**config.mk**
```make
export PLATFORM = sky130hd
export DESIGN_NAME = rank_sort_frame_flat
export DESIGN_NICKNAME = d
export VERILOG_FILES = /design/src/rtl/rank_sort_frame_pkg.sv /design/src/rtl/rank_sort_frame_if.sv /design/src/rtl/sort_rank_unit.sv /design/src/rtl/rank_sort_frame.sv /design/src/flat_wrapper.sv
export SDC_FILE = /design/constraint.sdc
export NUM_CORES = 1
export LEC_CHECK = 0
export ABC_AREA = 1
export BUFFER_PORTS_ARGS = -buffer_cell sky130_fd_sc_hd__buf_2
export CAP_MARGIN = 15
export CORE_ASPECT_RATIO = 0.8
export CORE_MARGIN = 2
export CORE_UTILIZATION = 45
export CTS_CLUSTER_SIZE = 40
export DETAILED_ROUTE_END_ITERATION = 16
export PLACE_DENSITY_LB_ADDON = 0.08
export SLEW_MARGIN = 20
export SYNTH_ARGS = -nofsm -noshare
export SYNTH_HDL_FRONTEND = slang
export SYNTH_SLANG_ARGS = --single-unit
```
**constraint.sdc**
```tcl
create_clock -name clk -period 6 [get_ports clk]
set_input_delay 0.6 -clock clk [delete_from_list [all_inputs] [get_ports clk]]
set_output_delay 0.6 -clock clk [all_outputs]
set_load 0.03 [all_outputs]
```
**src/rtl/rank_sort_frame_pkg.sv**
```systemverilog
// sort_pkg: shared types and helpers for rank_sort_frame.
//   sort_state_t : LOAD / RANK / EMIT controller states
//   MAX_N        : largest supported frame length
//   cnt_w(n)     : width of cnt/ptr/i counters, able to hold 0..n
package sort_pkg;
  localparam int MAX_N = 64;
  typedef enum logic [1:0] {LOAD, RANK, EMIT} sort_state_t;
  function automatic int cnt_w(input int n);
    return $clog2(n + 1);
  endfunction
endpackage

```
**src/rtl/rank_sort_frame_if.sv**
```systemverilog
// rank_sort_frame_if: input/output streams of the frame sorter.
//   master : producer/consumer side (drives descend, in_*, out_ready)
//   slave  : sorter side (drives in_ready, out_*, busy)
//   out_index exists only when SORT_INDEX_EN is defined.
interface rank_sort_frame_if #(parameter int N = 8, parameter int WIDTH = 8);
  logic             descend;
  logic             in_valid;
  logic             in_ready;
  logic [WIDTH-1:0] in_data;
  logic             in_last;
  logic             out_valid;
  logic             out_ready;
  logic [WIDTH-1:0] out_data;
  logic             out_last;
  logic             busy;
`ifdef SORT_INDEX_EN
  logic [$clog2(N)-1:0] out_index;
  modport master (output descend, in_valid, in_data, in_last, out_ready,
                  input in_ready, out_valid, out_data, out_last, busy, out_index);
  modport slave (input descend, in_valid, in_data, in_last, out_ready,
                 output in_ready, out_valid, out_data, out_last, busy, out_index);
`else
  modport master (output descend, in_valid, in_data, in_last, out_ready,
                  input in_ready, out_valid, out_data, out_last, busy);
  modport slave (input descend, in_valid, in_data, in_last, out_ready,
                 output in_ready, out_valid, out_data, out_last, busy);
`endif
endinterface

```
**src/rtl/sort_rank_unit.sv**
```systemverilog
// sort_rank_unit: combinational stable rank of keys_i[idx_i] within the first len_i keys.
//   keys_i : frame buffer      len_i : frame length L
//   idx_i  : element to rank  mode_i : 1 = descending
//   rank_o : destination slot of that element in the sorted frame
module sort_rank_unit import sort_pkg::*; #(
  parameter int N = 8,
  parameter int WIDTH = 8,
  parameter int CW = cnt_w(N),
  parameter int IW = $clog2(N)
) (
  input  logic [WIDTH-1:0] keys_i [N],
  input  logic [CW-1:0]    len_i,
  input  logic [CW-1:0]    idx_i,
  input  logic             mode_i,
  output logic [IW-1:0]    rank_o
);
  logic [WIDTH-1:0] key;
  always_comb begin
    key = keys_i[idx_i[IW-1:0]];
    rank_o = '0;
    // equal keys that arrived earlier rank first, which keeps the sort stable
    for (int j = 0; j < N; j++)
      if (CW'(j) < len_i && ((mode_i ? keys_i[j] > key : keys_i[j] < key) ||
                             (keys_i[j] == key && CW'(j) < idx_i)))
        rank_o = rank_o + IW'(1);
  end
endmodule

```
**src/rtl/rank_sort_frame.sv**
```systemverilog
// rank_sort_frame: stable rank-count sorter for frames of up to N unsigned words.
//   clk, rst : clock, asynchronous active-high reset
//   bus      : rank_sort_frame_if.slave (descend, in_valid/in_ready/in_data/in_last,
//              out_valid/out_ready/out_data/out_last, busy)
//   SORT_INDEX_EN : adds bus.out_index, the arrival position of each sorted word.
module rank_sort_frame import sort_pkg::*; #(
  parameter int N = 8,
  parameter int WIDTH = 8
) (
  input logic clk,
  input logic rst,
  rank_sort_frame_if.slave bus
);
  localparam int CW = cnt_w(N);
  localparam int IW = $clog2(N);
  sort_state_t state_q, state_d;
  logic [CW-1:0] cnt_q, cnt_d, idx_q, idx_d, ptr_q, ptr_d;
  logic mode_q, mode_d, accept, handshake;
  logic [IW-1:0] rank;
  logic [WIDTH-1:0] keys_q [N];
  logic [WIDTH-1:0] sorted_q [N];
  assign accept = bus.in_valid & bus.in_ready;
  assign handshake = bus.out_valid & bus.out_ready;
  assign bus.in_ready = state_q == LOAD;
  assign bus.busy = state_q != LOAD;
  assign bus.out_valid = state_q == EMIT;
  assign bus.out_last = bus.out_valid && ptr_q == cnt_q - CW'(1);
  assign bus.out_data = bus.out_valid ? sorted_q[ptr_q[IW-1:0]] : '0;
  sort_rank_unit #(.N(N), .WIDTH(WIDTH), .CW(CW), .IW(IW)) u_rank (
    .keys_i(keys_q), .len_i(cnt_q), .idx_i(idx_q), .mode_i(mode_q), .rank_o(rank)
  );
  always_comb begin
    state_d = state_q;
    cnt_d = cnt_q;
    idx_d = idx_q;
    ptr_d = ptr_q;
    mode_d = mode_q;
    case (state_q)
      LOAD: if (accept) begin
        cnt_d = cnt_q + CW'(1);
        mode_d = cnt_q == '0 ? bus.descend : mode_q;
        if (bus.in_last || cnt_q == CW'(N - 1)) begin
          state_d = RANK;
          idx_d = '0;
        end
      end
      RANK: begin
        idx_d = idx_q + CW'(1);
        if (idx_q == cnt_q - CW'(1)) begin
          state_d = EMIT;
          ptr_d = '0;
        end
      end
      default: if (handshake) begin
        ptr_d = ptr_q + CW'(1);
        if (bus.out_last) begin
          state_d = LOAD;
          cnt_d = '0;
        end
      end
    endcase
  end
  always_ff @(posedge clk or posedge rst)
    if (rst) begin
      state_q <= LOAD;
      cnt_q <= '0;
      idx_q <= '0;
      ptr_q <= '0;
      mode_q <= 1'b0;
    end else begin
      state_q <= state_d;
      cnt_q <= cnt_d;
      idx_q <= idx_d;
      ptr_q <= ptr_d;
      mode_q <= mode_d;
    end
  always_ff @(posedge clk) begin
    if (accept) keys_q[cnt_q[IW-1:0]] <= bus.in_data;
    if (state_q == RANK) sorted_q[rank] <= keys_q[idx_q[IW-1:0]];
  end
`ifdef SORT_INDEX_EN
  logic [IW-1:0] index_q [N];
  assign bus.out_index = bus.out_valid ? index_q[ptr_q[IW-1:0]] : '0;
  always_ff @(posedge clk)
    if (state_q == RANK) index_q[rank] <= idx_q[IW-1:0];
`endif
endmodule

```
**src/flat_wrapper.sv**
```systemverilog
// flat-port wrapper written by rule: the top's interface ports become plain ports
module rank_sort_frame_flat import sort_pkg::*;
#(
  parameter int N = 8,
  parameter int WIDTH = 8
)
  (clk, rst, bus_descend, bus_in_valid, bus_in_data, bus_in_last, bus_out_ready, bus_in_ready, bus_out_valid, bus_out_data, bus_out_last, bus_busy);
  rank_sort_frame_if #(.N(N), .WIDTH(WIDTH)) bus_i ();
  input logic clk;
  input logic rst;
  input wire logic [$bits(bus_i.descend)-1:0] bus_descend;
  input wire logic [$bits(bus_i.in_valid)-1:0] bus_in_valid;
  input wire logic [$bits(bus_i.in_data)-1:0] bus_in_data;
  input wire logic [$bits(bus_i.in_last)-1:0] bus_in_last;
  input wire logic [$bits(bus_i.out_ready)-1:0] bus_out_ready;
  output wire logic [$bits(bus_i.in_ready)-1:0] bus_in_ready;
  output wire logic [$bits(bus_i.out_valid)-1:0] bus_out_valid;
  output wire logic [$bits(bus_i.out_data)-1:0] bus_out_data;
  output wire logic [$bits(bus_i.out_last)-1:0] bus_out_last;
  output wire logic [$bits(bus_i.busy)-1:0] bus_busy;
  assign bus_i.descend = bus_descend;
  assign bus_i.in_valid = bus_in_valid;
  assign bus_i.in_data = bus_in_data;
  assign bus_i.in_last = bus_in_last;
  assign bus_i.out_ready = bus_out_ready;
  assign bus_in_ready = bus_i.in_ready;
  assign bus_out_valid = bus_i.out_valid;
  assign bus_out_data = bus_i.out_data;
  assign bus_out_last = bus_i.out_last;
  assign bus_busy = bus_i.busy;
  rank_sort_frame #(.N(N), .WIDTH(WIDTH)) u_core (.clk(clk), .rst(rst), .bus(bus_i));
endmodule
```
Word-level counts from Yosys, hierarchy flattened
Memory sizes are Yosys's and may differ from the RTL's.
Cells that the tools add are included.
{ "word_totals": {"input_bits": 14, "output_inout_bits": 12, "mem_bits_rw": 64, "memories": 1, "regBits": 79} }
{ "mem_list": {"columns": ["name", "depth", "width", "rd", "rd_clocked_by_memory_dff", "wr", "line", "source"], "rows": [
  ["u_core.sorted_q", 8, 8, 1, 0, 1, "rank_sort_frame.sv:21", "logic [WIDTH-1:0] sorted_q [N];"]
]} }
{ "op_classes": {"n_reduce_logical": 41, "magnitude_cmp": 35, "addsub": 11, "bitwise": 6, "muxes": 41, "eq_ne": 16} }
{ "ops": {"columns": ["operator", "n"], "rows": [
  ["$bwmux 64", 1],
  ["$eq 8x8->1", 8],
  ["$gt 8x8->1", 8],
  ["$lt 8x8->1", 8],
  ["$lt 3x4->1 const A", 8],
  ["$mux 8", 4],
  ["$mux 4", 7],
  ["$bmux 8 s3", 1],
  ["$demux 8 s3", 1],
  ["$pmux 4 s2", 3],
  ["$add 3x1->3 const B", 7],
  ["$mux 3", 7],
  ["$logic_and 1x1->1", 18],
  ["$lt 1x4->1 const A", 4],
  ["$lt 2x4->1 const A", 4],
  ["$add 4x1->4 const B", 3],
  ["$mux 1", 11],
  ["$mux 2", 5],
  ["$reduce_bool 2->1", 5],
  ["$logic_or 1x1->1", 9],
  ["$reduce_and 3->1", 3],
  ["$eq 4x4->1", 2],
  ["$ge 4x4->1 const B", 2],
  ["$not 3->4", 2],
  ["15 further kinds", 19]
]} }

Longest topological paths before layout
Gate-level depths: netlist of run 1.
{ "logic_depth": {"ltp_word": 23, "mapped_depth": 45, "ltp_nobuf": 43} }

Hierarchy
Synthesis of run 1 repeated with hierarchy kept, for this count alone.
{ "hier_totals": {"hier_cells": 992, "hier_area_um2": 8866.0} }
{ "modules_own_cells": {"columns": ["mod", "area_each_um2", "cells_each", "seq_area_each_um2", "instances"], "rows": [
  ["rank_sort_frame", 6099.6, 543, 4219.0, 1],
  ["sort_rank_unit", 2766.4, 449, 0.0, 1]
]} }

Least setup slack after synthesis of run 1
OpenSTA, ideal clock, no wires.
{ "synth_path": {"kind": "register -> register", "start": "register u_core.idx_q[0]", "end": "memory u_core.sorted_q[0][0], enable pin", "stages_incl_launch_ff": 43, "setup_ns": 0.370, "n_path_buf": 2, "required_ns": 5.630, "arrival_time_ns": 6.223, "setup_slack_ns": -0.593, "path_cell_list": "dfrtp_1 -> clkbuf_1 -> inv_1 -> clkbuf_1 -> nor2_1 -> o22ai_1 -> inv_1 -> o21ai_0 -> inv_1 -> ha_1 -> a21oi_1 -> nor2_1 -> a211oi_1 -> nand3_1 -> a31oi_1 -> ha_1 -> inv_1 -> nand3_2 -> (+7 left out) -> ha_1 -> nand2_1 -> nand2_1 -> ha_1 -> nand2_1 -> nand2_1 -> ha_1 -> inv_1 -> nor2_1 -> o21ai_1 -> nand2_1 -> nand2_1 -> nand2_1 -> inv_1 -> nand2_1 -> nand2_1 -> nand3_1 -> nor2_1"} }
{ "synth_between": {"elab_chain_len": 23, "word_cells_on_any_way": 83, "classes_between": "add/sub (7); order compare (24); eq/ne (8); mux (19); bitwise (1); reduce/logical (24)"} }
{ "synth_lines": {"columns": ["element", "line", "source"], "rows": [
  ["start: declaration", "rank_sort_frame.sv:17", "logic [CW-1:0] cnt_q, cnt_d, idx_q, idx_d, ptr_q, ptr_d;"],
  ["start signal: assignment", "rank_sort_frame.sv:73", "idx_q <= idx_d;"],
  ["$not 3->4 (implied by the code) *", "sort_rank_unit.sv:19", "key = keys_i[idx_i[IW-1:0]];"],
  ["$bmux 8 s3 *", "sort_rank_unit.sv:19", null],
  ["$mux 8 (implied by the code) * (2 in series)", "sort_rank_unit.sv:19", null],
  ["net u_core.u_rank.key[5]", "sort_rank_unit.sv:17", "logic [WIDTH-1:0] key;"],
  ["$lt 8x8->1, or another cell as far along", "sort_rank_unit.sv:23", "if (CW'(j) < len_i && ((mode_i ? keys_i[j] > key : keys_i[j] < key) ||"],
  ["$mux 1 / $logic_and 1x1->1 (equally long branches)", "sort_rank_unit.sv:23, sort_rank_unit.sv:24", null],
  ["$logic_or 1x1->1", "sort_rank_unit.sv:23", null],
  ["$logic_and 1x1->1", "sort_rank_unit.sv:23", null],
  ["(+7 left out)", null, null],
  ["$add 3x1->3", "sort_rank_unit.sv:25", "rank_o = rank_o + IW'(1);"],
  ["$mux 3", "sort_rank_unit.sv:23", null],
  ["$add 3x1->3", "sort_rank_unit.sv:25", null],
  ["$mux 3", "sort_rank_unit.sv:23", null],
  ["$add 3x1->3", "sort_rank_unit.sv:25", null],
  ["$mux 3", "sort_rank_unit.sv:23", null],
  ["$add 3x1->3", "sort_rank_unit.sv:25", null],
  ["$mux 3 *", "sort_rank_unit.sv:23", null],
  ["end: declaration", "rank_sort_frame.sv:21", null]
]} }
Mark *: on every way through the listed nets, which the timed path passes. The rest lies on a longest branch. The select of a mux whose other input is x is not followed.

Final worst setup path of run 1
{ "layout_path": {"start": "register u_core.idx_q[0]", "end": "memory u_core.sorted_q[4][5], enable pin"} }
The elaborated chain is that of the path after synthesis.

==> run_results.csv, run 1 <==
group,metric,value,unit
global_routing,first_global_vias,6772,
setup_path,worst_setup_path_end_kind,"register",
cells_and_area,drive_above_1_share,26.57,%
setup_path,cp.arrival,6.08,ns
logic_synthesis,syn_nets,969,
setup_path,crit-reg2reg-capture,"u_core.sorted_q[4][5]$_DFFE_PP_",
job,maxCapViolations,0,
timing,slew_viol_final,0,
clocking,cts_made_buffers,17,
outcome,outcome,"completed",
routing,drtIter0Drc,600,
cells_and_area,area_growth,25.20,%
floorplanning,std_cell_rows,44,
routing,routed_via_density,5.707,
clocking,clock_latency,0.43,ns
floorplanning,io_pins,26,
global_routing,overflow,0,
setup_path,rr_worst_depth,40,
place,dpl.cell_count,1153,
place,place_hpwl,17.36,mm
routing,ant_nets,0,
cells_and_area,fin_area,10400,um^2
timing,hold_viol_final,0,
floorplanning,die_h,125.5,um
clocking,cts.clk_slew.worst_paths,0.07,ns
timing,fmax,168.5,MHz
setup_path,cp.required,6.15,ns
routing,via_count,6940,
timing,slew_headroom,26.43,%
floorplanning,die_area,19570,um^2
logic_synthesis,synth_warnings,0,
timing,tightestPinTransition,1.100,ns
timing,fin_tns_setup,0,ns
logic_synthesis,avgSynthCellArea,9.462,um^2
clocking,cts_buffer_depth,2,
clocking,cts_tree,"built",
setup_path,crit_slowest_cell,"dfrtp_2",
clocking,ctsRootBufferMaster,"clkbuf_16",
setup_path,reg2reg_from,"u_core.idx_q[0]$_DFFE_PP0P_",
logic_synthesis,ys_ff_latch,143,
global_routing,grt_antenna_before_repair,0,
global_routing,grt_pass1_wl,37.69,mm
logic_synthesis,ys_seq_area_share,50.78,%
routing,drc,0,
timing,fin_crit_sh,98.93,%
routing,wl_per_cell,20.44,um
clocking,cts_hold_buffers,0,
floorplanning,initial_utilization,45.87,%
global_routing,grt_max_degree,36,
cells_and_area,nFillCells,1528,
logic_synthesis,netlist_instances,878,
place,gp_congestion,0.9349,
setup_path,worst-path-max-fanout,8,
setup_path,crit_path_start_kind,"register",
timing,final.min_clock_period,5.936,ns
clocking,clock_sinks,143,
clocking,ctsHtreeMaxLevel,4,
logic_synthesis,yosysUniqueCellTypes,42,
worst_hold_path,holdCritPathClass,"in2async",
floorplanning,core_area,18110,um^2
timing,fin_worst_skew,0.008465,ns
cells_and_area,post_layout_nonfiller_instances,1216,
floorplanning,die_w,155.9,um
place,port_buffers,25,
setup_path,rrSetupSlack,0.06,ns
routing,drt-total-wl,24.85,mm
place,dpl-instance-area,9100,um^2
cells_and_area,n_antenna_cell,0,
routing,firstDrtPassIters,5,
timing,rsz0062_at_grt,"true",
logic_synthesis,synth_area,8308,um^2
global_routing,track_usage,25.77,%
setup_path,crit_path_frequent_cell,"nand2_2",
setup_path,slowest_delay,0.45,ns
setup_path,critPathKind,"reg2reg",
cells_and_area,nNetsFinal,1064,
timing,finalSetupViolCount,0,
==> critical path: cells and delay by family (launching register included) <==
kind | cells | cell delay [ns]
adder cells (fa/ha/maj) | 7 | 1.61
AND/OR/NAND/NOR | 16 | 1.59
AO/OA/AOI/OAI | 8 | 1.10
flip-flops | 1 | 0.45
buffers and inverters | 9 | 0.89
==> cell usage after synthesis <==
cell type  count  area (um^2)
clkinv_1       1        3.750
nand2_2       11        68.82
nand2_1      126        473.0
o21bai_1       2        15.01
a221oi_1       1        8.760
inv_1         81        304.0
nor3_1         6        30.03
and2_1         1        6.260
o21a_1         2        15.01
dfrtp_1       15        375.4
nor4_2         1        12.51
or2_2          4        25.02
o21ai_1        3        15.01
buf_6          1        11.26
nor2_2         2        12.51
nand2_4        1        11.26
o211ai_2       1        12.51
a21o_1         2        15.01
edfxtp_1     128         3844
nand4_1       11        68.82
nand3b_1       2        15.01
o21ai_0       98        490.5
nor2_1       125        469.2
a31o_2         1        8.760
a21oi_1       30        150.1
ha_1          77        963.4
o211ai_1       2        15.01
buf_2          1        5.000
nand3_2       13        130.1
nand3_1       46        230.2
nor3b_2        1        12.51
clkbuf_1      23        86.33
o22ai_1       25        156.4
a31oi_1       11        68.82
nand3_4        1        17.52
xor2_1        11        96.34
nor2_4         1        11.26
or2_0          1        6.260
a211oi_1       2        15.01
nor3_2         1        10.01
inv_2          5        18.77
buf_1          1        3.750
==> flip-flops by register name (all words and copies together) (netlist names) <==
signal,count
u_core.mode_q,1
u_core.keys_q,64
u_core.sorted_q,64
u_core.idx_q,4
u_core.cnt_q,4
u_core.state_q,2
u_core.ptr_q,4
==> final cells by class <==
cell class | count | area [um^2] | area share [%]
repair buffers | 102 | 839.6 | 8.072
flip-flops and latches | 143 | 4222 | 40.59
clock buffers | 18 | 429.2 | 4.126
inverters | 87 | 336.6 | 3.236
well taps | 230 | 287.8 | 2.767
clock inverters | 14 | 122.6 | 1.179
multi-input cells | 622 | 4164 | 40.03
==> cells in the final DEF, fill, tap and decap left out, types with 14 or more instances in the layout <==
master and n:
edfxtp_1 128, inv_1 70, buf_2 26, nor2_1 113, o21ai_0 82, nand2_1 115, a21oi_1 27, nand3_2 21
nand3_1 34, buf_4 62, ha_4 14, nand2_2 19, ha_1 61, inv_2 14, clkbuf_16 17, o22ai_1 24
==> how the worst max path moves through the flow <==
stage,start,end,slack [ns],depth (start not counted)
floorplan,u_core.idx_q[0]$_DFFE_PP0P_,u_core.sorted_q[4][0]$_DFFE_PP_,-0.02,39
global placement,u_core.idx_q[0]$_DFFE_PP0P_,u_core.sorted_q[2][4]$_DFFE_PP_,-0.23,41
detailed placement,u_core.idx_q[0]$_DFFE_PP0P_,u_core.sorted_q[2][3]$_DFFE_PP_,-0.34,41
CTS,u_core.idx_q[0]$_DFFE_PP0P_,u_core.sorted_q[1][0]$_DFFE_PP_,0.01,43
global route,u_core.idx_q[0]$_DFFE_PP0P_,u_core.sorted_q[4][5]$_DFFE_PP_,-0.27,41
finish,u_core.idx_q[0]$_DFFE_PP0P_,u_core.sorted_q[4][5]$_DFFE_PP_,0.06,40
==> per-stage QoR <==
| stage | setup WS, ns | util (%) | hold WS (ns) |
|---|---|---|---|
| finish | 0.06410 | 57.43 | 0.2669 |
| CTS | 0.009881 | 55.60 | 0.2794 |
| global route | -0.2654 | 57.43 | 0.2961 |
| detailed placement | -0.3392 | 50.24 | 0.5258 |
| floorplan | -0.02113 | - | 0.4994 |
| global placement | -0.2340 | 50.24 | 0.5206 |
==> cells by family after synthesis <==
logic type                 after synthesis  synth area share, %
AOI/OAI and AO/OA                      180                11.87
xor gates and xnor gates                11                1.160
adders and majority gates               77                11.60
buffers and inverters                  113                5.211
DFF                                    143                50.78
and+or+nand+nor                        354                19.38
==> timing repair <==
action,4_1_cts,5_1_grt
pin swaps,36,45
setup buffers,18,10
setup endpoints to repair,64,64
cloned,2,1
resized for setup,47,61
==> per-layer routing <==
layer	share of wire [%]	vias to the layer above	global-route usage (%)
li1	-	3280	-
met1	46	3403	36.93
met2	46	216	39.48
met3	5.2	41	5.685
met4	2.5	0	7.447
met5	0	-	0
Power of run 1 is not shown: default switching activity piles up to over one toggle a cycle in this logic, so the estimate is an artifact.
==> run 2: changes to the inputs <==
--- a/config.mk
+++ b/config.mk
@@ -5,7 +5,6 @@
 export SDC_FILE = /design/constraint.sdc
 export NUM_CORES = 1
 export LEC_CHECK = 0
-export ABC_AREA = 1
 export BUFFER_PORTS_ARGS = -buffer_cell sky130_fd_sc_hd__buf_2
 export CAP_MARGIN = 15
 export CORE_ASPECT_RATIO = 0.8
==> run 2 against run 1 <==
Net effect: the flow now finishes with violations (negative setup slack); setup slack lost 1.5 ns; hold slack gained 0.031 ns; routed wire length shrank 10%; critical path type unchanged; clock skew grew 0.00056 ns; highest routed layer unchanged; via count shrank 16%; sequential share of layout area grew 0.17 points; flip-flop and latch count is the same; global-route usage shrank 0.98 points; final cell count shrank 17%; largest cell class unchanged; first-iteration DRC count shrank 23%.
==> run_results.csv, run 2 <==
group,metric,value,unit
timing,rsz0062_at_grt,"true",
floorplanning,die_area,19100,um^2
logic_synthesis,synth_mux_area_share,11.29,%
logic_synthesis,synthAdderAreaFrac,11.89,%
clocking,cts_hold_buffers,0,
global_routing,first_global_vias,5904,
clocking,ctsHtreeMaxLevel,4,
cells_and_area,mostFrequentLayoutCell,"buf_4",
floorplanning,die_h,124.0,um
global_routing,grt_pass1_wl,34.42,mm
timing,slew_headroom,39.18,%
setup_path,crit_path_start_kind,"register",
power,powerDensity,610.0,nW/um^2
logic_synthesis,synth_compound_area_share,9.666,%
logic_synthesis,ys_ff_latch,143,
logic_synthesis,synth_xor_area_share,3.027,%
outcome,violations,"negative setup slack",
timing,final.min_clock_period,7.437,ns
global_routing,overflow,0,
place,place_hpwl,16.95,mm
setup_path,worst_setup_path_end_kind,"register",
cells_and_area,layout_common_cells,"buf_4, edfxtp_1, ha_1",
setup_path,cp.required,6.14,ns
logic_synthesis,yosysMostFrequentCell,"edfxtp_1",
worst_hold_path,holdCritPathClass,"in2async",
logic_synthesis,synth_warnings,0,
timing,hold_viol_final,0,
setup_path,crit_path_frequent_cell,"o21a_1",
logic_synthesis,ys_top_cells_by_count,"edfxtp_1, ha_1, inv_1",
place,dpl-instance-area,9597,um^2
timing,fmax,134.5,MHz
setup_path,critPathKind,"reg2reg",
logic_synthesis,synth-simple-area-share,9.327,%
clocking,cts_tree,"built",
logic_synthesis,synth_ff_type,"edfxtp_1",
logic_synthesis,synth_area_leaders,"edfxtp_1, ha_1, mux4_2, dfrtp_1, mux2i_1",
place,port_buffers,25,
logic_synthesis,synth_edf_count,128,
logic_synthesis,yosysUniqueCellTypes,65,
setup_path,cp.arrival,7.58,ns
logic_synthesis,async_flop_share,10.49,%
setup_path,crit-reg2reg-capture,"u_core.sorted_q[0][7]$_DFFE_PP_",
logic_synthesis,avgSynthCellArea,13.50,um^2
logic_synthesis,syn_nets,691,
logic_synthesis,synth_top_area_share,47.44,%
timing,tightestPinTransition,0.9123,ns
logic_synthesis,yosysTopAreaCell,"edfxtp_1",
setup_path,reg2reg_from,"u_core.idx_q[0]$_DFFE_PP0P_",
clocking,clock_latency,0.43,ns
floorplanning,io_pins,26,
routing,drt-total-wl,22.37,mm
logic_synthesis,synth_area,8103,um^2
clocking,ctsRootBufferMaster,"clkbuf_16",
logic_synthesis,synth_top_family_by_area,"adder cells",
clocking,cts.clk_slew.worst_paths,0.07,ns
floorplanning,std_cell_rows,43,
setup_path,rrSetupSlack,-1.44,ns
routing,routed_via_density,5.807,
cells_and_area,drive_above_1_share,34.82,%
place,gp_congestion,0.8692,
logic_synthesis,ys_seq_area_share,52.07,%
timing,fin_worst_skew,0.009025,ns
timing,setup_ws,-1.437,ns
setup_path,crit_slowest_cell,"mux4_2",
setup_path,slowest_delay,0.54,ns
timing,slew_viol_final,0,
timing,whs,0.2980,ns
cells_and_area,n_antenna_cell,0,
routing,via_count,5859,
floorplanning,die_w,154.0,um
global_routing,grt_antenna_before_repair,0,
routing,firstDrtPassIters,4,
power,leakage,0.004202,uW
cells_and_area,fin_area,10350,um^2
routing,ant_nets,0,
clocking,cts_buffer_depth,2,
clocking,clock_sinks,143,
global_routing,track_usage,24.79,%
outcome,outcome,"finished with violations",
global_routing,grt_max_degree,22,
power,p_total,6316,uW
routing,drc,0,
job,maxCapViolations,0,
logic_synthesis,netlist_instances,600,
routing,drtIter0Drc,462,
timing,fin_crit_sh,124.0,%
routing,wl_per_cell,22.17,um
setup_path,rr_worst_depth,29,
floorplanning,initial_utilization,46.34,%
floorplanning,core_area,17490,um^2
cells_and_area,nNetsFinal,862,
power,vdd_drop_max,0.0002432,V
cells_and_area,area_growth,27.79,%
place,pre_cts_ws,-1.643,ns
clocking,cts_made_buffers,17,
setup_path,worst-path-max-fanout,8,
timing,finalSetupViolCount,64,
## run 2: changes by cell type after synthesis, moves of 10 or more
cell	previous run	this run
nand2_1	126	29
nand3_1	46	5
clkbuf_1	23	13
mux2i_1	0	16
nor2_1	125	34
o22ai_1	25	0
o21a_1	2	16
inv_1	81	36
nand2_2	11	0
o21ai_0	98	16
mux4_2	0	32
nand3_2	13	0
## run 2: area by class of cell
class	instances	area, um^2
repair buffers	173	1259
clock inverters	15	166.4
multi-input cells	399	3864
well taps	225	281.5
inverters	37	138.9
fillers	1357	7131
flip-flops and latches	143	4220
clock buffers	17	425.4
## run 2: logic make-up (layout without fill, tap and decap cells)
kind of cell               Yosys count  count (layout)
DFF                                143             143
and+or+nand+nor                    139             139
AOI/OAI and AO/OA                  108             108
adders and majority gates           77              77
buffers and inverters               58             242
muxes                               51              51
xor gates and xnor gates            24              24
## run 2: layer usage
| layer | part of all wire [%] | vias to the layer above | track usage [%] | wire length [um] |
|---|---|---|---|---|
| met3 | 5.3 | 35 | 3.932 | 1191 |
| met2 | 41 | 194 | 34.50 | 9063 |
| met1 | 51 | 2932 | 38.56 | 11420 |
| li1 | - | 2698 | - | - |
| met5 | 0 | - | 0 | 0 |
| met4 | 3.1 | 0 | 9.930 | 690 |
## run 2: worst max-delay path by stage
stage	from	to	cells after the start
after floorplan	u_core.idx_q[0]$_DFFE_PP0P_	u_core.sorted_q[5][0]$_DFFE_PP_	30
final	u_core.idx_q[0]$_DFFE_PP0P_	u_core.sorted_q[0][7]$_DFFE_PP_	29
after global placement	u_core.idx_q[0]$_DFFE_PP0P_	u_core.sorted_q[7][2]$_DFFE_PP_	30
after detailed placement	u_core.idx_q[0]$_DFFE_PP0P_	u_core.sorted_q[7][2]$_DFFE_PP_	30
after CTS	u_core.idx_q[0]$_DFFE_PP0P_	u_core.sorted_q[5][6]$_DFFE_PP_	30
after global routing	u_core.idx_q[0]$_DFFE_PP0P_	u_core.sorted_q[0][7]$_DFFE_PP_	29
## run 2: what timing repair did
action,4_1_cts,5_1_grt
cloned,0,0
pin swaps,5,12
buffers inserted,3,2
resized for setup,17,10
endpoints found under the setup margin,64,64
## run 2: power by group
group | switching, uW | internal, uW
logic | 1960 | 1750
registers | 124 | 1430
clock network | 462 | 591
total | 2550 | 3770
## run 2: metrics by stage
stage | util, % | TNS, ns | cells
floorplan | - | -94.47 | 600
global placement | 54.88 | -92.13 | 972
detailed placement | 54.88 | -102.33 | 972
CTS | 58.83 | -82.98 | 1007
global route | 59.22 | -103.88 | 1009
finish | 59.22 | -86.18 | 1009
## run 2: critical path, delay by kind of cell, from the launching register on
family / cells / cell delay, ns
muxes: 4 / 1.30
buffers and inverters: 1 / 0.20
adders and majority gates: 6 / 1.62
and+or+nand+nor: 4 / 0.85
AOI/OAI and AO/OA: 14 / 2.76
DFF: 1 / 0.42
No activity file was read; power rests on OpenSTA's default activity.
==> run 3: changes to the inputs <==
--- a/config.mk
+++ b/config.mk
@@ -10,10 +10,12 @@
 export CORE_ASPECT_RATIO = 0.8
 export CORE_MARGIN = 2
 export CORE_UTILIZATION = 45
+export CTS_BUF_LIST = sky130_fd_sc_hd__clkbuf_4
 export CTS_CLUSTER_SIZE = 40
 export DETAILED_ROUTE_END_ITERATION = 16
+export GPL_ROUTABILITY_DRIVEN = 0
 export PLACE_DENSITY_LB_ADDON = 0.08
-export SLEW_MARGIN = 20
+export SLEW_MARGIN = 0
 export SYNTH_ARGS = -nofsm -noshare
 export SYNTH_HDL_FRONTEND = slang
 export SYNTH_SLANG_ARGS = --single-unit
==> run 3 against run 2 <==
Net effect: the run still ends with negative setup slack left; utilization fell by 1.5 points; routed wire length up 0.70%; maximum frequency shrank 1.0%; flip-flop and latch count unchanged; global-route usage fell by 0.13 points; sequential power about the same; final area down 2.5%; sequential share of layout area up 1.0 points.
==> run_results.csv, run 3 (same netlist as run 2, synthesis figures left out) <==
group,metric,value,unit
cells_and_area,nNetsFinal,864,
floorplanning,initial_utilization,46.34,%
floorplanning,die_h,124.0,um
routing,drc,0,
timing,fin_worst_skew,0.01987,ns
power,vdd_drop_max,0.0002299,V
outcome,outcome,"finished with violations",
timing,slew_headroom,35.64,%
setup_path,cp.required,6.30,ns
global_routing,overflow,0,
timing,finalSetupViolCount,64,
place,port_buffers,25,
routing,wl_per_cell,22.25,um
timing,fin_crit_sh,125.3,%
timing,slew_viol_final,0,
timing,setup_ws,-1.515,ns
floorplanning,die_w,154.0,um
routing,ant_nets,0,
setup_path,crit_path_frequent_cell,"o21a_1",
cells_and_area,layout_common_cells,"buf_4, edfxtp_1, ha_1",
place,place_hpwl,17.11,mm
cells_and_area,area_growth,24.66,%
clocking,ctsHtreeMaxLevel,4,
floorplanning,io_pins,26,
setup_path,crit_slowest_cell,"mux4_2",
setup_path,crit_path_start_kind,"register",
setup_path,slowest_delay,0.55,ns
setup_path,cp.arrival,7.81,ns
routing,routed_via_density,5.762,
clocking,clock_latency,0.58,ns
timing,fin_tns_setup,-91.73,ns
cells_and_area,multi_input_area,3882,um^2
global_routing,grt_pass1_wl,34.35,mm
job,maxCapViolations,0,
global_routing,first_global_vias,5773,
setup_path,crit_start,"u_core.idx_q[0]$_DFFE_PP0P_",
cells_and_area,mostFrequentLayoutCell,"buf_4",
clocking,cts.clk_slew.worst_paths,0.16,ns
clocking,cts_made_buffers,17,
routing,via_count,5831,
routing,firstDrtPassIters,5,
clocking,cts_buffer_depth,2,
floorplanning,core_area,17490,um^2
floorplanning,std_cell_rows,43,
global_routing,grt_antenna_before_repair,1,
setup_path,worst_setup_path_end_kind,"register",
setup_path,worst-path-max-fanout,8,
setup_path,reg2reg_from,"u_core.idx_q[0]$_DFFE_PP0P_",
floorplanning,die_area,19100,um^2
global_routing,grt_max_degree,22,
timing,rsz0062_at_grt,"true",
timing,tightestPinTransition,0.9654,ns
global_routing,met1_usage,38.22,%
clocking,cts_tree,"built",
place,pre_cts_ws,-1.651,ns
cells_and_area,nFillCells,1362,
timing,fmax,133.1,MHz
routing,drtIter0Drc,443,
cells_and_area,drive_above_1_share,35.11,%
outcome,violations,"negative setup slack",
power,leakage,0.004074,uW
global_routing,grtUsageMet2,35.79,%
cells_and_area,layout.area.seq,4220,um^2
power,powerDensity,593.4,nW/um^2
routing,drt-total-wl,22.52,mm
cells_and_area,final_util,57.77,%
setup_path,critPathKind,"reg2reg",
power,p_total,5994,uW
clocking,clock_sinks,143,
worst_hold_path,holdCritPathClass,"in2async",
global_routing,track_usage,24.66,%
timing,hold_viol_final,0,
global_routing,grt_busiest_layer,"met1",
clocking,ctsRootBufferMaster,"clkbuf_4",
global_routing,grt_use_met3,5.254,%
timing,final.min_clock_period,7.515,ns
[run 3: cell types whose count changed in the layout (fill, tap and decap cells not counted), sizes merged]
cell / delta
inv: +1
diode: +1
clkinvlp: -1
bufinv: -1
clkinv: +1
buf: +2
[run 3: per-layer routing]
layer | vias to the layer above | routed length, um | part of all wire, %
met5 | - | 0 | 0
met3 | 15 | 1376 | 6.1
met4 | 0 | 261 | 1.2
met1 | 2924 | 11490 | 51
met2 | 183 | 9393 | 42
li1 | 2709 | - | -
[run 3: stage by stage]
| step | area [um^2] | instances | hold slack (ns) |
|---|---|---|---|
| floorplan | 8217 | 600 | 0.5015 |
| global placement | 9612 | 974 | 0.5543 |
| detailed placement | 9612 | 974 | 0.5517 |
| CTS | 9998 | 1009 | 0.09052 |
| global route | 10100 | 1012 | 0.1281 |
| finish | 10100 | 1012 | 0.1063 |
[run 3: timing repair]
action | 4_1_cts | 5_1_grt
setup endpoints to repair | 64 | 64
pin swaps | 6 | 10
gates resized for setup | 16 | 15
hold buffers | 0 | 0
setup buffers | 3 | 2
[run 3: worst max-delay path: cells and delay by family (launching register included)]
| kind | cells | cell delay [ns] |
|---|---|---|
| AOI/OAI and AO/OA | 14 | 2.49 |
| adders and majority gates | 7 | 1.69 |
| buffers and inverters | 2 | 0.33 |
| DFF | 1 | 0.45 |
| muxes | 4 | 1.31 |
| and+or+nand+nor | 5 | 0.97 |
[run 3: cell type report]
type / count / share of cell area, %
antenna: 1 / 0.02477
sequential: 143 / 41.78
clock inverter: 15 / 1.647
multi-input combinational: 399 / 38.44
inverter: 37 / 1.375
timing repair buffer: 175 / 12.68
tap: 225 / 2.787
clock buffer: 17 / 1.263
[run 3: final timing paths]
check / depth (start not counted) / slack [ns] / endpoint
setup / recovery: 32 / -1.52 / u_core.sorted_q[0][3]$_DFFE_PP_
hold / removal: 2 / 0.11 / u_core.idx_q[3]$_DFFE_PP0P_
setup reg to reg: 32 / -1.52 / u_core.sorted_q[0][3]$_DFFE_PP_
hold reg to reg: 1 / 0.60 / u_core.state_q[0]$_DFFE_PP0P_
max in group asynchronous: 2 / 5.39 / u_core.idx_q[0]$_DFFE_PP0P_
min in group clk: 2 / 0.25 / u_core.mode_q$_DFFE_PP0P_
[run 3: power breakdown]
part / switching, uW / internal, uW
Sequential: 127 / 1420
Combinational: 2020 / 1790
Clock: 433 / 195
